### src/rtl/control_unit_pkg.sv
// Shared types and mux-select encodings for control_unit and data_path.
package control_unit_pkg;

    typedef enum logic [3:0] {
        OP_NOP  = 4'h0,
        OP_ADD  = 4'h1,
        OP_SUB  = 4'h2,
        OP_AND  = 4'h3,
        OP_OR   = 4'h4,
        OP_ADDI = 4'h5,
        OP_LD   = 4'h6,
        OP_ST   = 4'h7,
        OP_JMP  = 4'h8,
        OP_JZ   = 4'h9,
        OP_HALT = 4'hF
    } opcode_t;

    typedef enum logic [1:0] {
        ALU_ADD = 2'd0,
        ALU_SUB = 2'd1,
        ALU_AND = 2'd2,
        ALU_OR  = 2'd3
    } alu_operation_t;

    typedef enum logic [3:0] {
        IDLE, FETCH, DECODE, EXEC, WB, MEM_RD, LD_WB, MEM_WR, JUMP, HALT
    } ctrl_state_t;

    localparam logic [1:0] SEL1_RD2  = 2'd0;
    localparam logic [1:0] SEL1_IMM4 = 2'd1;
    localparam logic [1:0] SEL1_ONE  = 2'd2;
    localparam logic [1:0] SEL1_ZERO = 2'd3;

    localparam logic [1:0] SEL2_IMM2 = 2'd0;
    localparam logic [1:0] SEL2_PC   = 2'd1;
    localparam logic [1:0] SEL2_RD1  = 2'd2;
    localparam logic [1:0] SEL2_ZERO = 2'd3;

    localparam logic [1:0] RES_MEM    = 2'd0;
    localparam logic [1:0] RES_ALUOUT = 2'd1;
    localparam logic [1:0] RES_ALURES = 2'd2;

    localparam logic ADDR_SRC = 1'b0;
    localparam logic ADDR_DST = 1'b1;

    typedef struct packed {
        logic           ir_write;
        logic           pc_write;
        logic           reg_write;
        logic           mem_write;
        logic           alu_write;
        logic           zero_write;
        logic [1:0]     alu_sel1;
        logic [1:0]     alu_sel2;
        alu_operation_t alu_op;
        logic           addr_sel;
        logic [1:0]     result_sel;
        logic           halted;
        logic           busy;
    } ctrl_bundle_t;

    function automatic alu_operation_t alu_op_for(input opcode_t op);
        case (op)
            OP_SUB:  return ALU_SUB;
            OP_AND:  return ALU_AND;
            OP_OR:   return ALU_OR;
            default: return ALU_ADD;
        endcase
    endfunction

endpackage

### src/rtl/control_unit_decoder.sv
// Pure combinational map from (state, opcode) to the data_path control bundle.
module control_decoder
    import control_unit_pkg::*;
(
    input  ctrl_state_t  state,
    input  opcode_t      opcode,
    output ctrl_bundle_t ctl
);

    always_comb begin
        // NOTE: every field gets a default before the case so no latch is inferred.
        ctl        = '0;
        ctl.alu_op = ALU_ADD;
        ctl.busy   = (state != IDLE) && (state != HALT);
        case (state)
            FETCH: begin
                ctl.ir_write   = 1'b1;
                ctl.pc_write   = 1'b1;
                ctl.alu_sel1   = SEL1_ONE;
                ctl.alu_sel2   = SEL2_PC;
                ctl.result_sel = RES_ALURES;
            end
            EXEC: begin
                ctl.alu_sel1   = SEL1_RD2;
                ctl.alu_sel2   = (opcode == OP_ADDI) ? SEL2_IMM2 : SEL2_RD1;
                ctl.alu_op     = alu_op_for(opcode);
                ctl.alu_write  = 1'b1;
                ctl.zero_write = 1'b1;
            end
            WB: begin
                ctl.result_sel = RES_ALUOUT;
                ctl.reg_write  = 1'b1;
            end
            MEM_RD: ctl.addr_sel = ADDR_SRC;
            LD_WB: begin
                ctl.addr_sel   = ADDR_SRC;
                ctl.result_sel = RES_MEM;
                ctl.reg_write  = 1'b1;
            end
            MEM_WR: begin
                ctl.addr_sel  = ADDR_SRC;
                ctl.mem_write = 1'b1;
            end
            JUMP: begin
                ctl.alu_sel1   = SEL1_IMM4;
                ctl.alu_sel2   = SEL2_ZERO;
                ctl.result_sel = RES_ALURES;
                ctl.pc_write   = 1'b1;
            end
            HALT:    ctl.halted = 1'b1;
            default: ;
        endcase
    end

endmodule

### src/rtl/control_unit.sv
// Multicycle controller: state register, next-state logic and a saturating
// retired-instruction counter; control outputs come from control_decoder.
module control_unit
    import control_unit_pkg::*;
#(
    parameter int COUNT_WIDTH = 8
) (
    input  logic                   clk,
    input  logic                   reset,
    input  logic                   start,
    input  opcode_t                opcode,
    input  logic                   zero,
    output logic                   ir_write,
    output logic                   pc_write,
    output logic                   reg_write,
    output logic                   mem_write,
    output logic                   alu_write,
    output logic                   zero_write,
    output logic [1:0]             alu_sel1,
    output logic [1:0]             alu_sel2,
    output alu_operation_t         alu_op,
    output logic                   addr_sel,
    output logic [1:0]             result_sel,
    output logic                   halted,
    output logic                   busy,
    output logic [COUNT_WIDTH-1:0] retired
);

    ctrl_state_t            state_q, state_d;
    logic [COUNT_WIDTH-1:0] retired_q, retired_d;
    logic                   retire;
    ctrl_bundle_t           ctl;

    always_comb begin
        state_d = state_q;
        retire  = 1'b0;
        case (state_q)
            IDLE:   if (start) state_d = FETCH;
            FETCH:  state_d = DECODE;
            DECODE: begin
                case (opcode)
                    OP_ADD, OP_SUB, OP_AND, OP_OR, OP_ADDI: state_d = EXEC;
                    OP_LD:  state_d = MEM_RD;
                    OP_ST:  state_d = MEM_WR;
                    OP_JMP: state_d = JUMP;
                    OP_JZ: begin
                        if (zero) begin
                            state_d = JUMP;
                        end else begin
                            state_d = FETCH;
                            retire  = 1'b1;
                        end
                    end
                    OP_HALT: begin
                        state_d = HALT;
                        retire  = 1'b1;
                    end
                    default: begin
                        state_d = FETCH;
                        retire  = 1'b1;
                    end
                endcase
            end
            EXEC:   state_d = WB;
            MEM_RD: state_d = LD_WB;
            WB, LD_WB, MEM_WR, JUMP: begin
                state_d = FETCH;
                retire  = 1'b1;
            end
            HALT:    state_d = HALT;
            default: state_d = IDLE;
        endcase

        // Saturate at all-ones so long programs never wrap the count.
        retired_d = (retire && (retired_q != '1)) ? retired_q + COUNT_WIDTH'(1) : retired_q;
    end

    // NOTE: sequential state uses non-blocking assignments only.
    always_ff @(posedge clk or negedge reset) begin
        if (!reset) begin
            state_q   <= IDLE;
            retired_q <= '0;
        end else begin
            state_q   <= state_d;
            retired_q <= retired_d;
        end
    end

    control_decoder u_decoder (
        .state  (state_q),
        .opcode (opcode),
        .ctl    (ctl)
    );

    assign ir_write   = ctl.ir_write;
    assign pc_write   = ctl.pc_write;
    assign reg_write  = ctl.reg_write;
    assign mem_write  = ctl.mem_write;
    assign alu_write  = ctl.alu_write;
    assign zero_write = ctl.zero_write;
    assign alu_sel1   = ctl.alu_sel1;
    assign alu_sel2   = ctl.alu_sel2;
    assign alu_op     = ctl.alu_op;
    assign addr_sel   = ctl.addr_sel;
    assign result_sel = ctl.result_sel;
    assign halted     = ctl.halted;
    assign busy       = ctl.busy;
    assign retired    = retired_q;

endmodule
### config.mk
export PLATFORM = sky130hd
export DESIGN_NAME = control_unit
export DESIGN_NICKNAME = d
export VERILOG_FILES = /design/src/rtl/control_unit_pkg.sv /design/src/rtl/control_unit_decoder.sv /design/src/rtl/control_unit.sv
export SDC_FILE = /design/constraint.sdc
export NUM_CORES = 1
export LEC_CHECK = 0
export BUFFER_PORTS_ARGS = -buffer_cell sky130_fd_sc_hd__buf_2
export CAP_MARGIN = 25
export CORE_MARGIN = 2
export CORE_UTILIZATION = 49
export CTS_BUF_LIST = sky130_fd_sc_hd__clkbuf_16
export CTS_CLUSTER_DIAMETER = 30
export DETAILED_ROUTE_END_ITERATION = 6
export PLACE_DENSITY = 0.78
export SETUP_SLACK_MARGIN = 0.2
export SYNTH_ARGS = -nofsm -noshare
export SYNTH_HDL_FRONTEND = slang
export SYNTH_SLANG_ARGS = --single-unit
### constraint.sdc
create_clock -name clk -period 2.6 [get_ports clk]
set_clock_uncertainty 0.15 [all_clocks]
set_input_delay 0.26 -clock clk [delete_from_list [all_inputs] [get_ports clk]]
set_output_delay 0.26 -clock clk [all_outputs]
set_load 0.1 [all_outputs]
==> flow_metrics.tcl <==
set metrics [dict create \
    status "finished, final reports clean" \
    fin_crit_ns 2.292 \
    async_reset_ff_share_pct 100.0 \
    drc 0 \
    slowest_stage "dfrtp_1" \
    path_delay_family "simple AND/OR/NAND/NOR gates" \
    antenna_found_initial 0 \
    synth-seq-cells 12 \
    die_h_um 48.14 \
    r2r_cells 6 \
    numPortBuffers 31 \
    die-area_um2 2317 \
    cts_sinks 12 \
    synthMuxAreaShare_pct 4.325 \
    finalHoldViolations 0 \
    end_kind "output port" \
    fillCellCount 147 \
    synth_edf_count 0 \
    synth.area.top_cells "dfrtp_1, a21oi_1, nand2_1" \
    die_x_um 48.14 \
    wl_um 2003 \
    netlist_top_cells_count "dfrtp_1, nand2_1, nor2_1, a21oi_1" \
    first_pass_iters 4 \
    rsz0062_at_grt "no" \
    grt_start_max_net_pins 15 \
    hold_class "input port to register" \
    critical_path.max_fanout 10 \
    hold_depth 3 \
    clock_latency_ns 0.24 \
    synth_top_family_by_area "simple AND/OR/NAND/NOR gates" \
    grtUsageTotal_pct 20.93 \
    start_util_pct 53.54 \
    drtIter0Drc 8 \
    fin_nets 143 \
    cts_inserted_buffers 3 \
    gp_congestion 0.7816 \
    synth.most_common_cell "dfrtp_1" \
    cts-root-buf "clkbuf_16" \
    viasPerCell 5.348 \
    post_drt_wl_per_cell_um 12.68 \
    post-route-period-util_pct 88.14 \
    grt_pass1_vias 736 \
    overflow 0 \
    crit_type "register to output port" \
    synth_seq_area_share_pct 31.45 \
    cpPeakStageDelay_ns 0.49 \
    path_depth 4 \
    synth_top_area_cell "dfrtp_1" \
    ant_nets 0 \
    core-area_um2 1783 \
    num_antenna_cells 0 \
    synth-compound-area-share_pct 20.58 \
    drive_gt1_share_pct 48.12 \
    syn2layout_area_growth_pct 29.62 \
    setup_slack_ns 0.3085 \
    finalMaxSlewViolations 0 \
    required_ns 2.19 \
    synth_xor_area_share_pct 1.835 \
    syn_inst 106 \
    cp_num_buf_inv 1 \
    yosys.area_share.simple_pct 30.54 \
    clk_pin_slew_ns 0.04 \
    maxCapViolations 0 \
    crit_chain "nor2b_1 -> nand3b_1 -> nor4_4 -> buf_4" \
    clock.fmax_mhz 436.4 \
    final_util_pct 69.40 \
    synth.top_cell.area_share_pct 31.45 \
    clock_tree.buffer_depth 2 \
    vias 845 \
    cts_tree "built" \
    pin_count 33 \
    avgSynthCellArea_um2 9.006 \
    grt_pass1_wl_um 3291 \
    rows 15 \
    syn_nets 115 \
    synthFlopType "dfrtp_1" \
    synthDistinctLibCells 47 \
    setup_viol 0 \
    synth_warnings 0 \
    synth-adder-area-share_pct 1.311 \
    dp_slack_ns 0.3615 \
    dp_hpwl_um 1542 \
    critPathLaunchType "register" \
    post_cts_buffers 0 \
    synth.cell_area_um2 954.7 \
    arrival_ns 1.88 \
    htreeDepth 1 \
]
## repair_timing
item,in CTS,in global routing
endpoints found under the hold margin,12,0
hold buffers,1,0
gates resized for setup,1,3
setup endpoints to repair,1,5
pin swaps,0,0
## cell usage in the layout (no fill, tap or decap), drive strengths merged
cell type	synthesis	layout
mux2	3	3
o21a	1	1
o31ai	5	5
nor2	9	9
o21bai	1	1
conb	1	1
ha	1	1
clkbuf	3	5
a31o	1	1
buf	7	30
a41oi	1	1
or2	4	4
nand3b	1	1
and2	2	2
o2111ai	2	2
dfrtp	12	12
inv	4	4
clkinv	0	1
a21oi	7	7
nand4	3	3
o21ba	1	1
dlygate4sd3	0	1
nand2	10	10
and4	1	1
xnor2	2	2
nand2b	3	3
a211o	1	1
o21ai	3	3
nor4b	1	1
nor4	1	1
nor2b	4	4
a31oi	2	2
nand3	1	1
nor3	5	5
and3	3	3
## final timing paths
kind | startpoint | to | slack, ns
setup reg to reg | state_q[2] | retired[4] | 0.47
min in group asynchronous | reset | retired[5] | 0.27
max in group asynchronous | reset | retired[1] | 1.80
setup / recovery | state_q[2] | alu_op[0] | 0.31
hold reg to reg | retired[5] | retired[5] | 0.35
hold / removal | opcode[1] | state_q[2] | 0.20
## tightest hold or removal path, delay by kind of cell
family | cells | cell delay (ns)
compound gates | 1 | 0.06
simple gates | 1 | 0.08
buf+inv | 1 | 0.14
## metrics by stage
step | setup TNS [ns] | cells | hold slack [ns] | area (um^2)
finish | 0 | 158 | 0.1977 | 1237
global route | 0 | 158 | 0.2194 | 1237
CTS | 0 | 158 | 0.1983 | 1231
detailed placement | 0 | 153 | -0.0004108 | 1140
global placement | 0 | 153 | -0.003625 | 1140
floorplan | -0.04380 | 106 | -0.1856 | 1027
## sequential cells by signal, indices dropped and copies added (netlist names)
register / flops
retired: 8
state_q: 4
## layer usage
layer | vias up | GRT usage [%] | part of all wire (%)
li1 | 426 | - | -
met1 | 383 | 26.65 | 45
met2 | 32 | 33.68 | 48
met3 | 4 | 3.333 | 5.2
met4 | 0 | 11.35 | 2.1
met5 | - | 0 | 0
## cell type report
cell class / count / area, um^2 / share of cell area, %
clock buffers: 3 / 75.07 / 6.067
clock inverters: 1 / 3.754 / 0.3033
inverters: 4 / 15.01 / 1.213
multi-input cells: 80 / 628.1 / 50.76
flip-flops and latches: 12 / 304.0 / 24.57
well taps: 25 / 31.28 / 2.528
repair buffers: 33 / 180.2 / 14.56
## kinds of logic after synthesis
kind of cell | after synthesis
AOI/OAI and AO/OA | 25
xor gates and xnor gates | 2
adders and majority gates | 1
buffers and inverters | 14
DFF | 12
muxes | 3
other | 1
and+or+nand+nor | 48
Power is not shown: default switching activity piles up to over one toggle a cycle in this logic, so the estimate is an artifact.
